**src/rtl/dot16_sequencer.sv**
```systemverilog
// 16-term multiply-accumulate sequencer: drives the operand-mux select and accumulates one dot product per start.
// Define DOT16_SIGNED_MAC_EN for two's-complement operands; the default build is unsigned.
module dot16_sequencer #(
  parameter int N_TERMS = 16,
  parameter int ACC_W   = 36
) (
  input  logic             clk,
  input  logic             rst_n,
  input  logic             start,
  output logic [3:0]       sel,
  input  logic [15:0]      a_in,
  input  logic [15:0]      b_in,
  output logic             busy,
  output logic             done,
  output logic [ACC_W-1:0] result
);

  typedef enum logic [1:0] {
    IDLE  = 2'd0,
    RUN   = 2'd1,
    DRAIN = 2'd2
  } state_t;

  localparam logic [3:0] LAST_SEL = 4'(N_TERMS - 1);

  state_t             state_r;
  state_t             state_s;
  logic [3:0]         cnt_r;
  logic [31:0]        prod_r;
  logic               prod_v_r;
  logic [ACC_W-1:0]   acc_r;
  logic [ACC_W-1:0]   result_r;
  logic               done_r;

  // 16x16 product, signedness chosen by build configuration
  function automatic logic [31:0] mul16(input logic [15:0] a, input logic [15:0] b);
`ifdef DOT16_SIGNED_MAC_EN
    logic signed [31:0] sa;
    logic signed [31:0] sb;
    sa = 32'(signed'(a));
    sb = 32'(signed'(b));
    mul16 = 32'(sa * sb);
`else
    mul16 = {16'h0000, a} * {16'h0000, b};
`endif
  endfunction

  // Widen a product to accumulator width (sign- or zero-extend)
  function automatic logic [ACC_W-1:0] ext(input logic [31:0] p);
`ifdef DOT16_SIGNED_MAC_EN
    ext = {{(ACC_W-32){p[31]}}, p};
`else
    ext = {{(ACC_W-32){1'b0}}, p};
`endif
  endfunction

  // State register
  always_ff @(posedge clk or negedge rst_n) begin
    if (!rst_n) begin
      state_r <= IDLE;
    end else begin
      state_r <= state_s;
    end
  end

  // Next-state logic
  always_comb begin
    state_s = state_r;
    case (state_r)
      IDLE: begin
        if (start) begin
          state_s = RUN;
        end else begin
          state_s = IDLE;
        end
      end
      RUN: begin
        if (cnt_r == LAST_SEL) begin
          state_s = DRAIN;
        end else begin
          state_s = RUN;
        end
      end
      DRAIN:   state_s = IDLE;
      default: state_s = IDLE;
    endcase
  end

  // Datapath: product pipeline register, accumulator, result capture
  always_ff @(posedge clk or negedge rst_n) begin
    if (!rst_n) begin
      cnt_r    <= 4'd0;
      prod_r   <= 32'd0;
      prod_v_r <= 1'b0;
      acc_r    <= '0;
      result_r <= '0;
      done_r   <= 1'b0;
    end else begin
      done_r <= (state_r == DRAIN);
      case (state_r)
        IDLE: begin
          if (start) begin
            cnt_r    <= 4'd0;
            acc_r    <= '0;
            prod_v_r <= 1'b0;
          end
        end
        RUN: begin
          prod_r   <= mul16(a_in, b_in);
          prod_v_r <= 1'b1;
          if (prod_v_r) begin
            acc_r <= acc_r + ext(prod_r);
          end
          // wraps 15 -> 0 on the DRAIN transition
          cnt_r <= cnt_r + 4'd1;
        end
        DRAIN: begin
          result_r <= acc_r + ext(prod_r);
          prod_v_r <= 1'b0;
        end
        default: begin
          cnt_r    <= 4'd0;
          prod_v_r <= 1'b0;
        end
      endcase
    end
  end

  assign sel    = cnt_r;
  assign busy   = (state_r != IDLE);
  assign done   = done_r;
  assign result = result_r;

endmodule

```
**config.mk**
```make
export PLATFORM = sky130hd
export DESIGN_NAME = dot16_sequencer
export DESIGN_NICKNAME = d
export VERILOG_FILES = /design/src/rtl/dot16_sequencer.sv
export SDC_FILE = /design/constraint.sdc
export NUM_CORES = 1
export LEC_CHECK = 0
export ABC_AREA = 1
export CAP_MARGIN = 20
export CORE_ASPECT_RATIO = 2
export CORE_MARGIN = 1.5
export CORE_UTILIZATION = 50
export CTS_BUF_LIST = sky130_fd_sc_hd__clkbuf_4
export DETAILED_ROUTE_END_ITERATION = 10
export GPL_TIMING_DRIVEN = 0
export MAX_ROUTING_LAYER = met4
export PLACE_DENSITY = 0.68
export SYNTH_ARGS = -nofsm -noshare
export SYNTH_HDL_FRONTEND = slang
export SYNTH_SLANG_ARGS = --single-unit
```
**constraint.sdc**
```tcl
create_clock -name clk -period 3.25 [get_ports clk]
set_input_delay 0.65 -clock clk [delete_from_list [all_inputs] [get_ports clk]]
set_output_delay 0.65 -clock clk [all_outputs]
set_load 0.03 [all_outputs]
```
==> results.cfg <==
[layout]
fin_cells = 2772
area_delta_synth_final_pct = 26.4
finish.utilization_pct = 64.4
drive_gt1_share_pct = 19.4
nets = 2715

[routing]
final_antenna_net_count = 0
wire_per_inst_um = 18.8
avgViaCountPerCell = 5.17
wirelength_mm = 52.2
post-route-drc-count = 0
drt_first_pass_iters = 5
dr.first_iter.drc_count = 640
vias = 14300

[floorplanning]
ios = 77
num_rows = 91
die_h_um = 254
start_util_pct = 50.9
coreArea_sq_mm = 0.0310
die_w_um = 129
dieArea_sq_mm = 0.0327

[synth]
syn_area_sq_mm = 0.0158
yosys.area.top_type = fa_1
synth_xor_area_share_pct = 1.56
yosysMostFrequentCell = nand2_1
synth_top_family_by_area = adder cells
synth_cell_types = 36
ys_seq_area_share_pct = 17.8
synth_seq_cells = 112
async_reset_ff_share_pct = 100
synthTopCellsByCount = 758 x nand2_1, 506 x inv_1, 195 x fa_1
avgSynthCellArea_sq_um = 7.13
synth_edf_count = 0
synthCells = 2212
synth_top_cell_area_share_pct = 24.8
synthMuxAreaShare_pct = 0
synth_compound_area_share_pct = 4.83
syn-num-nets = 2579
synth_flop_cell = dfrtp_1
yosys.area_share.simple_pct = 25.9
synth_fa_ha_area_share_pct = 35.6
synth_area_leaders = fa_1 25%, nand2_1 18%, dfrtp_1 18%
yosys_warnings = 0

[worst_setup_path]
r2r-start = prod_r[0]$_DFFE_PN0P_
crit_chain = clkbuf_16 -> clkbuf_16 -> buf_12 -> nand2_1 -> fa_1 -> fa_1 -> fa_1 -> fa_1 -> fa_1 -> fa_1 -> inv_2 -> ha_4 -> nand2_4 -> nor2_4 -> nand2_4 -> inv_2 -> nand4_1 -> nand3_1 -> nand2_1 -> nand3_1 -> nand2_1
path_delay_family = adder cells
required_ns = 3.69
worstPathArrival_ns = 5.52
critPathKind = in -> reg
critPathMaxFanout = 6
slowest_stage = fa_1
critical-path-max-stage-delay_ns = 0.59
r2r-end = result[28]$_DFFE_PN0P_
rr_worst_depth = 12
r2r_setup_slack_ns = 0.75
cp-start-kind = primary input
crit_buf_inv = 5
critPathCaptureType = register
worst_path_most_repeated_cell = fa_1

[global_routing]
grt_usage_pct = 33.0
antenna_found_initial = 1
grt_pass1_vias = 15000
grt_max_degree = 71
grt.overflow.total = 0
grt_pass1_wl_mm = 78.2

[cts]
clock-sinks = 112
cts_tree = done
cts-buffers-inserted = 9
h-tree-depth = 3
cts_root_buf = clkbuf_4
clk_pin_slew_ns = 0.21
cts_max_path_buffers = 2
clk_latency_ns = 0.55
hold_buffers = 0

[placed_design]
io_buffers = 44
dp_slack_ns = -3.02
gp_congestion = 0.975
hpwl_mm = 41.8
dpl.cell_count = 2675

[sta]
finalCriticalPeriod_ns = 5.08
setup_viol = 26
worstMarginPinSlew_ns = 0.897
rsz0062_at_grt = yes
fmax_mhz = 197
slew_headroom_pct = 40.2
hold_viol = 0
maxSlewViolCount = 0
fin_skew_ns = 0.0350
setup_slack_ns = -1.83
setup-tns-final_ns = -39.23
fin_crit_sh_pct = 156

[flow_run]
cap_violations = 0

[hold_path]
worstHoldPathType = in -> async

[outcome]
status = complete, but fails checks
violations = negative setup slack
[cell type report]
type / instances / area, sq um
multi-input combinational: 1504 / 12000
fill: 2814 / 11000
sequential: 112 / 2800
inverter: 511 / 1920
buffer: 85 / 1310
timing repair buffer: 125 / 1220
tap: 418 / 523
clock inverter: 7 / 71.3
clock buffer: 9 / 67.6
antenna: 1 / 2.50
[timing repair]
action | in CTS | in global routing
hold endpoints to repair | 0 | 0
gates resized for setup | 160 | 237
endpoints found under the setup margin | 26 | 26
setup buffers | 28 | 46
pin swaps | 39 | 106
gates cloned | 0 | 8
[state kept, by name, indices dropped and copies added, names as in the netlist]
signal and count:
acc_r 36, result 36, prod_r 32, sel 4, state_r 2, done 1, prod_v_r 1
[cells by family (layout without fill, tap and decap cells)]
kind of cell	after synthesis	in the layout
and+or+nand+nor	1002	1002
AOI/OAI and AO/OA	142	142
other	0	1
buffers and inverters	596	737
DFF	112	112
adders and majority gates	332	332
xor gates and xnor gates	28	28
[worst max-delay path by stage]
stage | start | end | slack (ns) | cells past startpoint
global route | b_in[4] | prod_r[23]$_DFFE_PN0P_ | -1.91 | 24
floorplan | b_in[6] | prod_r[26]$_DFFE_PN0P_ | -1.92 | 23
finish | b_in[10] | prod_r[23]$_DFFE_PN0P_ | -1.83 | 21
global placement | b_in[14] | prod_r[23]$_DFFE_PN0P_ | -2.93 | 22
detailed placement | b_in[14] | prod_r[23]$_DFFE_PN0P_ | -3.02 | 20
CTS | a_in[10] | prod_r[23]$_DFFE_PN0P_ | -1.77 | 24
[through the flow]
step / hold WS, ns / cell area (sq um)
after CTS: 0.174 / 18700
after detailed placement: 0.464 / 17600
after global routing: 0.208 / 19900
final: 0.178 / 19900
after floorplan: 0.354 / 16600
after global placement: 0.461 / 17600
[placed cells by master (no fill, tap or decap), types with 15 or more instances in the layout]
cell type,synthesis,layout
nand3_2,6,15
ha_4,0,26
nand3_1,90,80
buf_6,1,23
nand2_1,758,677
nand2_4,0,35
clkbuf_16,0,28
buf_4,0,54
nor2_1,88,63
buf_8,0,22
ha_1,137,106
fa_1,195,181
o21ai_0,59,38
inv_1,506,449
nand2_2,8,51
a21oi_1,62,45
clkdlybuf4s50_1,0,43
dfrtp_1,112,112
inv_2,5,60
[routing by layer]
metal | track usage [%] | wire length [um]
met4 | 23.2 | 4700
met2 | 64.4 | 29500
met5 | - | 0
met1 | 29.4 | 16500
met3 | 2.16 | 1510
Power is not shown: default switching activity piles up to over one toggle a cycle in this logic, so the estimate is an artifact.
==> patch, RTL diff (same settings) <==
Register the inputs `start`, `a_in` and `b_in` before use, with the module's reset. The logic sees them one clock later.
--- a/src/rtl/dot16_sequencer.sv
+++ b/src/rtl/dot16_sequencer.sv
@@ -23,4 +23,20 @@
 
   localparam logic [3:0] LAST_SEL = 4'(N_TERMS - 1);
+
+  logic start_q;
+  logic [15:0] a_q;
+  logic [15:0] b_q;
+
+  always_ff @(posedge clk or negedge rst_n) begin
+    if (!rst_n) begin
+      start_q <= '0;
+      a_q     <= '0;
+      b_q     <= '0;
+    end else begin
+      start_q <= start;
+      a_q     <= a_in;
+      b_q     <= b_in;
+    end
+  end
 
   state_t             state_r;
@@ -69,5 +85,5 @@
     case (state_r)
       IDLE: begin
-        if (start) begin
+        if (start_q) begin
           state_s = RUN;
         end else begin
@@ -100,5 +116,5 @@
       case (state_r)
         IDLE: begin
-          if (start) begin
+          if (start_q) begin
             cnt_r    <= 4'd0;
             acc_r    <= '0;
@@ -107,5 +123,5 @@
         end
         RUN: begin
-          prod_r   <= mul16(a_in, b_in);
+          prod_r   <= mul16(a_q, b_q);
           prod_v_r <= 1'b1;
           if (prod_v_r) begin
Function: changed (Yosys sat finds a counterexample within 4 cycles, from zero or initial values and one cycle with rst_n low).
==> patch against the unedited design <==
- the run still ends with negative setup slack left
- synthesized area is 5.3% higher
- maximum frequency is 6.2% lower
- design area is 6.3% higher
- via count is 3.9% higher
- clock skew is 23 ps higher
- cell count is 4.0% higher
- sequential cell count is 33 higher
- worst setup slack worse by 340 ps
- critical path depth is 1 lower
- routed wire length is 3.4% higher
- hold slack better by 220 ps
- synthesized cell count is 2.0% higher
- largest cell class unchanged
Power is not shown: default switching activity piles up to over one toggle a cycle in this logic, so the estimate is an artifact.
==> patch: results (changes against the unedited design) <==
outcome = complete, but fails checks
failing checks = negative setup slack
Reg clk slew, reported paths = 200 ps
hpwl dp = 43,100 µm (+3.2%)
via count = 14,903 (+3.9%)
Hold Crit Class = input port to register
worst-skew pair later-pin latency = 650 ps (+100 ps)
Mapped Nets = 2,623 (+1.7%)
Ys Warns = 0 (unchanged)
Worst Path Max Fanout = 5 (-1)
first-pass GRT wire length = 82,300 µm (+5.3%)
crit path DAT = 5920 ps (+400 ps)
Endpoint, Worst Hold = b_q[15]
slowest cell delay on critical path = 600 ps
CP startpoint = b_q[3]
1st-pass router iterations = 5 (unchanged)
Worst slew margin = 45.6% (+5.4 points)
post-route setup TNS = -49,420 ps (-10,190 ps)
CTS buffer count = 17 (+8)
Filler cells = 2,863 (+1.7%)
Syn Inst Count = 2,256 (+2.0%)
htree depth = 4 (+1)
Setup Viol. Count Final = 27 (+3.8%)
CTS Buffer Depth = 2 (unchanged)
R2R depth = 20 (+8)
top post-synthesis cells by area = fa_1 (24%), dfrtp_1 (22%), nand2_1 (17%), inv_1 (12%), ha_1 (10%)
synth cell count leaders = nand2_1 (754), inv_1 (509), fa_1 (195), dfrtp_1 (145), ha_1 (137)
DR WL/cell = 18.7 µm (-0.58%)
final WL = 54,000 µm (+3.4%)
drt initial violations = 630 (-1.6%)
clock skew = 57.6 ps (+22.6 ps)
root buf cell = clkbuf_4
largest net degree at the start of global routing = 80 (+13%)
Setup WS post-layout = -2160 ps (-336 ps)
buffers added on ports = 76 (+73%)
GRT Total Usage = 33.0% (about the same)
Placed Area = 0.0187 mm² (+6.4%)
vias in the first global route = 15,959 (+6.2%)
share of cells above drive strength 1 = 18.6% (-0.77 points)
Crit Reg-Reg Endpoint = prod_r[28]
top-area cell type share of the netlist area = 23.5% (-1.2 points)
Crit path max-delay family = adder cells
synth unique cells = 37 (+2.8%)
gp weighted congestion = 0.975 (about the same)
nets@finish = 2,799 (+3.1%)
critical path's slowest cell = fa_2
sequential share of the synthesized area = 21.9% (+4.1 points)
ys flop type = dfrtp_1
[patch: how the worst max path moves through the flow]
stage	endpoint	slack, ps	depth (start not counted)
2_1_floorplan	prod_r[26]	-1620	25
3_3_place_gp	a_q[13]	-4260	1
3_5_place_dp	prod_r[30]	-2620	21
4_1_cts	prod_r[26]	-2140	25
5_1_grt	prod_r[26]	-2300	25
6_report	prod_r[28]	-2160	20
[patch: stage by stage]
| stage | util (%) | hold slack, ps | setup WS, ps |
|---|---|---|---|
| after floorplan | - | 354 | -1620 |
| after global placement | 57.0 | 462 | -4260 |
| after detailed placement | 57.1 | 465 | -2620 |
| after CTS | 62.1 | 362 | -2140 |
| after global routing | 64.6 | 364 | -2300 |
| final | 64.6 | 402 | -2160 |
[patch: layout make-up]
type	instances	area share, %
Sequential cell	145	17.2
Tap cell	432	2.55
Inverter	514	9.13
Buffer	78	5.17
Clock buffer	17	0.602
Multi-Input combinational cell	1512	56.7
Timing Repair Buffer	164	7.84
Antenna cell	5	0.0591
Clock inverter	15	0.786
[patch: per-layer routing]
layer	global-route usage, %	part of all wire, %	vias up
met4	28.2	10	0
met2	64.4	56	394
met5	-	0	-
met3	3.09	2.3	238
li1	-	-	7067
met1	27.4	32	7204
[patch: what timing repair did]
item,in CTS,in global routing
cloned,1,1
endpoints found under the hold margin,14,0
hold buffers,1,0
resized for setup,212,155
endpoints found under the setup margin,27,28
buffers inserted,52,33
pin swaps,71,109
[patch: cells by family after synthesis]
logic type,share of synthesized area [%]
buf+inv,13.7
fa+ha+maj,33.9
compound gates,5.04
flops,21.9
simple gates,24.2
xor+xnor,1.37
